==> src/rtl/enc_16_4_seq.sv <==
// Sequential 16-to-4 encoder: captures a request vector and hands out one set-bit index per handshake.
// Optional population-count output is enabled by defining ENC_16_4_CNT_EN.
module enc_16_4_seq #(
    parameter bit LSB_FIRST = 1'b1
) (
    input  logic        clk,
    input  logic        rst,
    input  logic        in_valid,
    output logic        in_ready,
    input  logic [15:0] in,
    output logic        out_valid,
    input  logic        out_ready,
    output logic [3:0]  out,
    output logic        out_last,
    output logic        zero
`ifdef ENC_16_4_CNT_EN
    ,output logic [4:0] cnt
`endif
);

    typedef enum logic {IDLE, SCAN} state_t;

    state_t      state_q, state_d;
    logic [15:0] pending_q, pending_d;
    logic [3:0]  out_q, out_d;
    logic        outLast_q, outLast_d;
    logic        outValid_q, outValid_d;
    logic        inReady_q, inReady_d;
    logic        zero_q, zero_d;
`ifdef ENC_16_4_CNT_EN
    logic [4:0]  cnt_q, cnt_d;
`endif

    // Index of the bit that wins the scan priority; an empty vector encodes as 0.
    function automatic logic [3:0] encode(input logic [15:0] v);
        logic [3:0] idx;
        idx = 4'd0;
        if (LSB_FIRST) begin
            for (int i = 15; i >= 0; i--) begin
                if (v[i]) idx = 4'(i);
            end
        end else begin
            for (int i = 0; i < 16; i++) begin
                if (v[i]) idx = 4'(i);
            end
        end
        return idx;
    endfunction

    function automatic logic singleBit(input logic [15:0] v);
        return (v != 16'h0000) && ((v & (v - 16'd1)) == 16'h0000);
    endfunction

`ifdef ENC_16_4_CNT_EN
    function automatic logic [4:0] popCount(input logic [15:0] v);
        logic [4:0] n;
        n = 5'd0;
        for (int i = 0; i < 16; i++) begin
            n = n + {4'd0, v[i]};
        end
        return n;
    endfunction
`endif

    // Outputs are precomputed from the next pending vector so that every output is a flop.
    always_comb begin
        state_d   = state_q;
        pending_d = pending_q;
        zero_d    = 1'b0;
`ifdef ENC_16_4_CNT_EN
        cnt_d     = cnt_q;
`endif
        case (state_q)
            IDLE: begin
                if (in_valid) begin
`ifdef ENC_16_4_CNT_EN
                    cnt_d = popCount(in);
`endif
                    if (in != 16'h0000) begin
                        pending_d = in;
                        state_d   = SCAN;
                    end else begin
                        zero_d = 1'b1;
                    end
                end
            end
            SCAN: begin
                if (out_ready) begin
                    pending_d = pending_q & ~(16'd1 << out_q);
                    if (outLast_q) state_d = IDLE;
                end
            end
            default: state_d = IDLE;
        endcase
        out_d      = encode(pending_d);
        outLast_d  = singleBit(pending_d);
        outValid_d = (state_d == SCAN);
        inReady_d  = (state_d == IDLE);
    end

    always_ff @(posedge clk) begin
        if (rst) begin
            state_q    <= IDLE;
            pending_q  <= 16'h0000;
            out_q      <= 4'd0;
            outLast_q  <= 1'b0;
            outValid_q <= 1'b0;
            inReady_q  <= 1'b1;
            zero_q     <= 1'b0;
`ifdef ENC_16_4_CNT_EN
            cnt_q      <= 5'd0;
`endif
        end else begin
            state_q    <= state_d;
            pending_q  <= pending_d;
            out_q      <= out_d;
            outLast_q  <= outLast_d;
            outValid_q <= outValid_d;
            inReady_q  <= inReady_d;
            zero_q     <= zero_d;
`ifdef ENC_16_4_CNT_EN
            cnt_q      <= cnt_d;
`endif
        end
    end

    assign in_ready  = inReady_q;
    assign out_valid = outValid_q;
    assign out       = out_q;
    assign out_last  = outLast_q;
    assign zero      = zero_q;
`ifdef ENC_16_4_CNT_EN
    assign cnt       = cnt_q;
`endif

endmodule

==> config.mk <==
export PLATFORM = sky130hd
export DESIGN_NAME = enc_16_4_seq
export DESIGN_NICKNAME = d
export VERILOG_FILES = /design/src/rtl/enc_16_4_seq.sv
export SDC_FILE = /design/constraint.sdc
export NUM_CORES = 1
export LEC_CHECK = 0
export CAP_MARGIN = 20
export CORE_ASPECT_RATIO = 1.75
export CORE_UTILIZATION = 54
export CTS_BUF_LIST = sky130_fd_sc_hd__clkbuf_4 sky130_fd_sc_hd__clkbuf_8
export DETAILED_ROUTE_END_ITERATION = 6
export PLACE_DENSITY_LB_ADDON = 0.08
export SLEW_MARGIN = 20
export SYNTH_ARGS = -nofsm -noshare
export SYNTH_HDL_FRONTEND = slang
export SYNTH_SLANG_ARGS = --single-unit
==> constraint.sdc <==
create_clock -name clk -period 3.3 [get_ports clk]
set_input_delay 0.33 -clock clk [delete_from_list [all_inputs] [get_ports clk]]
set_output_delay 0.33 -clock clk [all_outputs]
set_load 0.05 [all_outputs]
==> summary.txt, run 1 <==
Routing
  • First-pass iteration count of the detailed router: 6
  • Wire per inst: a little under 20 um
  • Routed Antenna Nets: 0
  • Via count: between 1500 and 2000
  • Vias per inst: about 6.8
  • DRT Wirelength: roughly 5.6 mm
  • # DRC: 0
  • Initial DRC Count: 115

Timing
  • Final Hold Viols: 0
  • Slew @ Worst Pin: around 0.65 ns
  • Rel. slew slack: 0.5534
  • Fmax: 0.3227 GHz
  • Final setup vio count: 0
  • Fin Setup TNS: 0 ns
  • Final Critical Period: 3.099 ns
  • Tcrit/Tclk final: 0.9390
  • RSZ-0062 raised after global routing: no
  • Clk_skew: 0.005227 ns
  • Max Slew Vio Count: 0

Worst setup path
  • CP Launch Type: input port
  • Critical Path Fanout Max: 13
  • Req. time, crit path: 3.47 ns
  • Crit end category: flip-flop
  • Crit Path Class: in -> reg
  • Critical path arrival: 3.27 ns
  • R2R setup slack: between 0.3 and 0.4 ns

Power
  • Int Pwr: 0.0005609 W
  • P per Cell Area: between 400 and 500 nW/um^2
  • Switching Fraction: 0.3509
  • Logic pwr share: 0.377
  • Psw: roughly 0.0003 W
  • Register share of total power: 0.388
  • Clock Power Share: 0.235
  • Leak pwr: roughly 0.82 nW
  • Worst vdd ir: 0.3716 mV

Yosys
  • Post-synth EDFFs: 0
  • Ranking of synthesized cells by area: dfxtp_1 30%, o21ai_0 7.8%, nor2_1 6.1%
  • Top_reg_cell synth: dfxtp_1
  • Register area share after synthesis: 0.3005
  • Yosys top cell area share: 0.3005
  • Unique masters post-synth: 50
  • Post-synth top area cell: dfxtp_1
  • Syn_nets: ~230
  • Syn Inst Count: 209
  • Synthesized flop and latch total: 24
  • Syn_area_per_cell: 7.651 um^2
  • Warnings, synthesis: 0
  • Synth Cell Area: between 1500 and 2000 um^2
  • FFs w/ async S/R, synth: 0

Clock network
  • Post-cts gate resize count: 0
  • Cts bufs inserted: 3
  • Hold_buf cts: 0
  • # H-tree levels: 1
  • CTS sink cnt: 24
  • Root buffer cell: clkbuf_8
  • Post-CTS Setup Bufs: 0
  • Maximum clock path buffer count: 2
  • Clk_lat worst skew: roughly 0.26 ns
  • CTS tree: built
  • Clock slew at reported path FFs: 0.09 ns

Layout
  • Inserted Diodes: 0
  • Area Growth Syn to Fin: 33.49%
  • Layout cells sized above 1: 0.1769
  • Fill cell count: 218
  • Post-Layout Cell Count: 287
  • Post-route cell area: between 2000 and 2500 um^2
  • Fin nets: roughly 280

GRT
  • Largest net degree at the start of global routing: 21
  • Vias in the first global route: around 1900
  • GRT Total Usage: 0.3649
  • Grt ovf: 0
  • First-pass GRT wire length: between 8 and 9 mm
  • Initial antenna violation count: 0

Floorplan
  • I/O pins: 28
  • Die ar.: between 3000 and 4000 um^2
  • Die width: ~43 um
  • Chip height: around 74 um
  • Core footprint: 2753 um^2
  • Initial Util: 0.5809
  • Core Rows: 25

Status
  • Status: finished, final reports clean

Place
  • Dpl hpwl: ~4.4 mm
  • Port Buf Inserts: 27
  • Routability cong.: between 1 and 1.5
  • Placed cells: 283
  • Post-placement cell area: between 2000 and 2500 um^2

Hold path
  • HP Class: reg -> reg

Job
  • Max Cap Viol: 0
-- worst max-delay path, stage by stage --
cell	delay (ns)
clkdlybuf4s50_1	0.51
nor4_1	0.36
nand4_1	0.19
and2_1	0.27
buf_4	0.21
nand2_1	0.08
o21ai_0	0.11
a2111oi_0	0.66
buf_4	0.21
nand4b_1	0.13
a2111oi_2	0.21
-- power groups by stage --
stage / clock network [W] / logic (W) / registers, W
after detailed placement: 0 / 0.000316 / 0.000341
after floorplan: 0 / 0.000165 / 0.000355
after global routing: 0.000214 / 0.000344 / 0.000338
after CTS: 0.000203 / 0.000319 / 0.000334
after global placement: 0 / 0.000312 / 0.000339
final: 0.000203 / 0.000326 / 0.000335
-- cells in the mapped netlist, drive strengths merged (5+ instances only) --
| cell | n |
|---|---|
| nor2 | 26 |
| buf | 7 |
| nand2 | 15 |
| o21a | 6 |
| dfxtp | 24 |
| nor3 | 6 |
| mux2 | 6 |
| nor4 | 5 |
| nand3 | 8 |
| nor2b | 8 |
| a21oi | 17 |
| o21ai | 28 |
-- kinds of logic (layout without fill, tap and decap cells) --
logic type               after synthesis  after routing  synth area share
AO/OA/AOI/OAI                         75             75            0.3067
flip-flops                            24             24            0.3005
adder cells (fa/ha/maj)                1              1          0.006260
AND/OR/NAND/NOR                       87             87            0.2840
buffers and inverters                 12             63           0.03522
multiplexers                          10             10           0.06729
-- state kept, by name, indices dropped and copies added, names as in the netlist --
name       cells
in_ready       1
out            4
out_last       1
out_valid      1
pending_q     16
zero           1
-- per-layer routing --
metal / up-vias / part of all wire / GRT usage
met1: 895 / 0.34 / 0.3733
met4: 0 / 0.059 / 0.2424
li1: 895 / - / -
met5: - / 0 / 0
met3: 32 / 0.080 / 0.06068
met2: 123 / 0.52 / 0.6600
-- per-stage QoR --
step,total power (W),util,worst slack [ns],hold WS (ns)
CTS,0.0008558,0.7755,0.3279,0.6042
global placement,0.0006512,0.7555,0.1167,0.5617
global route,0.0008955,0.7755,0.1022,0.6178
finish,0.0008641,0.7755,0.2011,0.5996
detailed placement,0.0006572,0.7555,0.07197,0.5817
floorplan,0.0005197,-,0.3029,0.4687
-- layout make-up --
cell class / count / area (um^2) / share of cell area
flip-flops and latches: 24 / 480.5 / 0.2251
inverters: 2 / 7.507 / 0.003517
clock buffers: 4 / 55.05 / 0.02579
well taps: 27 / 33.78 / 0.01583
repair buffers: 57 / 495.5 / 0.2321
multi-input cells: 173 / 1062 / 0.4977
-- final timing paths --
kind | start | end | depth (start not counted)
setup / recovery | in[12] | out_last | 11
hold / removal | out_last | in_ready | 3
setup reg to reg | out[0] | out_last | 7
hold reg to reg | out_last | in_ready | 3
-- placed cells by master (no fill, tap or decap), drive strengths merged, types with 2 or more instances in the layout --
cell type      count
buf               30
o21ai             28
clkdlybuf4s50     27
nor2              26
dfxtp             24
a21oi             17
nand2             15
nor2b              8
nand3              8
o21a               6
nor3               6
mux2               6
nor4               5
nand2b             4
mux2i              4
clkbuf             4
nand4b             3
o22ai              3
o31ai              3
a2111oi            3
nand4              2
and2               2
o32ai              2
a21o               2
o32a               2
or3                2
inv                2
or2                2
a22oi              2
(Power assumes the default switching activity.)
==> run 2, diff against run 1 <==
--- a/config.mk
+++ b/config.mk
@@ -15,3 +15,4 @@
 export SYNTH_ARGS = -nofsm -noshare
 export SYNTH_HDL_FRONTEND = slang
 export SYNTH_SLANG_ARGS = --single-unit
+export TNS_END_PERCENT = 5
==> results of run 2 <==
No change in the layout: final DEF, timing and power equal those of run 1.
==> edit, RTL diff (config.mk and constraints of run 1) <==
The option `ENC_16_4_CNT_EN` is turned on by a define.
--- a/src/rtl/enc_16_4_seq.sv
+++ b/src/rtl/enc_16_4_seq.sv
@@ -1,5 +1,7 @@
 // Sequential 16-to-4 encoder: captures a request vector and hands out one set-bit index per handshake.
 // Optional population-count output is enabled by defining ENC_16_4_CNT_EN.
+`define ENC_16_4_CNT_EN
+
 module enc_16_4_seq #(
     parameter bit LSB_FIRST = 1'b1
 ) (
Formal check against the unedited RTL (old outputs only; new: cnt): equivalent (equiv_simple and equiv_induct, registers matched by name and starting in step).
==> edit against run 1 <==
- cell count is 29% higher
- routed wire length is 11% higher
- via count is 13% higher
- sequential cell count is 5 higher
- synthesized area is 31% higher
- power is 61% higher
- design area is 28% higher
- die area is 30% higher
- utilization is 3.1 points lower
- setup slack worse by 190 ps
==> edit: results (changes against run 1) <==
* Max Fanout on Critical Path at 2 (was 13)
* Critical Path AT at 3450 ps (was 3270 ps)
* Vias in the first global route at 2330 (was 1936)
* Post-synthesis sequential area ratio at 27.7% (was 30.0%)
* Via Count at 2205 (was 1945)
* WL met3 at 266 um (was 449 um)
* Complex-gate fraction of the synthesized area at 26.3% (was 30.7%)
* Clk tree area frac at 3.71% (was 2.58%)
* Post-synthesis mux area share at 1.49% (was 6.73%)
* NetSw at 536 uW (was 303 uW)
* Global Route met3 Usage at 4.89% (was 6.07%)
* Invs w/o clock at 22 (was 2)
* Worst min path class: input port to flop (was flop to flop)
* Netlist cell types at 58 (was 50)
* Pleak at 1.16 nW (was 0.815 nW)
* Num CTS Buffers at 5 (was 3)
* Mean Syn Cell Area at 7.90 um^2 (was 7.65 um^2)
* Pre-CTS setup slack at -688 ps (was 72.0 ps)
* Worst Skew at 9.46 ps (was 5.23 ps)
* #FFs+latches synth at 29 (was 24)
* Met1 usage at 28.4% (was 37.3%)
* DRT Wirelength at 6250 um (was 5610 um)
* Number of fill cells at 299 (was 218)
* List of most frequent post-synthesis cells: nor2_1 (36), dfxtp_1 (29), a21oi_1 (24) (was nor2_1 (26), o21ai_0 (25), dfxtp_1 (24))
* Worst-path clk slew at 70 ps (was 90 ps)
* Synth Area in XOR/XNOR at 0.418% (was 0%)
* Setup Fix Bufs, Post-CTS at 1 (was 0)
* Outcome: complete, no violations (unchanged)
* Metal1 wirelength at 2090 um (was 1920 um)
-- edit: cell types whose count changed after synthesis, sizes merged, moves of 3 or more --
cell	run 1	this run
fa	0	10
ha	0	6
nor2b	8	2
nor3	6	2
nand2	15	22
inv	2	22
nor2	26	36
dfxtp	24	29
and3	0	3
mux2	6	1
a21oi	17	25
-- edit: through the flow --
stage	util, %	setup TNS (ps)	hold slack [ps]
after floorplan	-	0	474
after global placement	71.8	-2410	445
after detailed placement	71.8	-2870	449
after CTS	74.1	-126	449
after global routing	74.5	-215	492
final	74.5	0	447
-- edit: worst paths after layout --
check	start	slack, ps	endpoint	depth (start not counted)
max	in[0]	10	cnt[2]	14
max reg2reg	out_valid	710	out_last	8
min reg2reg	cnt[4]	460	cnt[4]	2
min	in[9]	450	pending_q[9]	4
-- edit: critical path, delay by kind of cell --
kind	cells	cell delay, ps
adder cells (fa/ha/maj)	6	2510
buffers and inverters	4	260
AO/OA/AOI/OAI	2	150
AND/OR/NAND/NOR	2	200
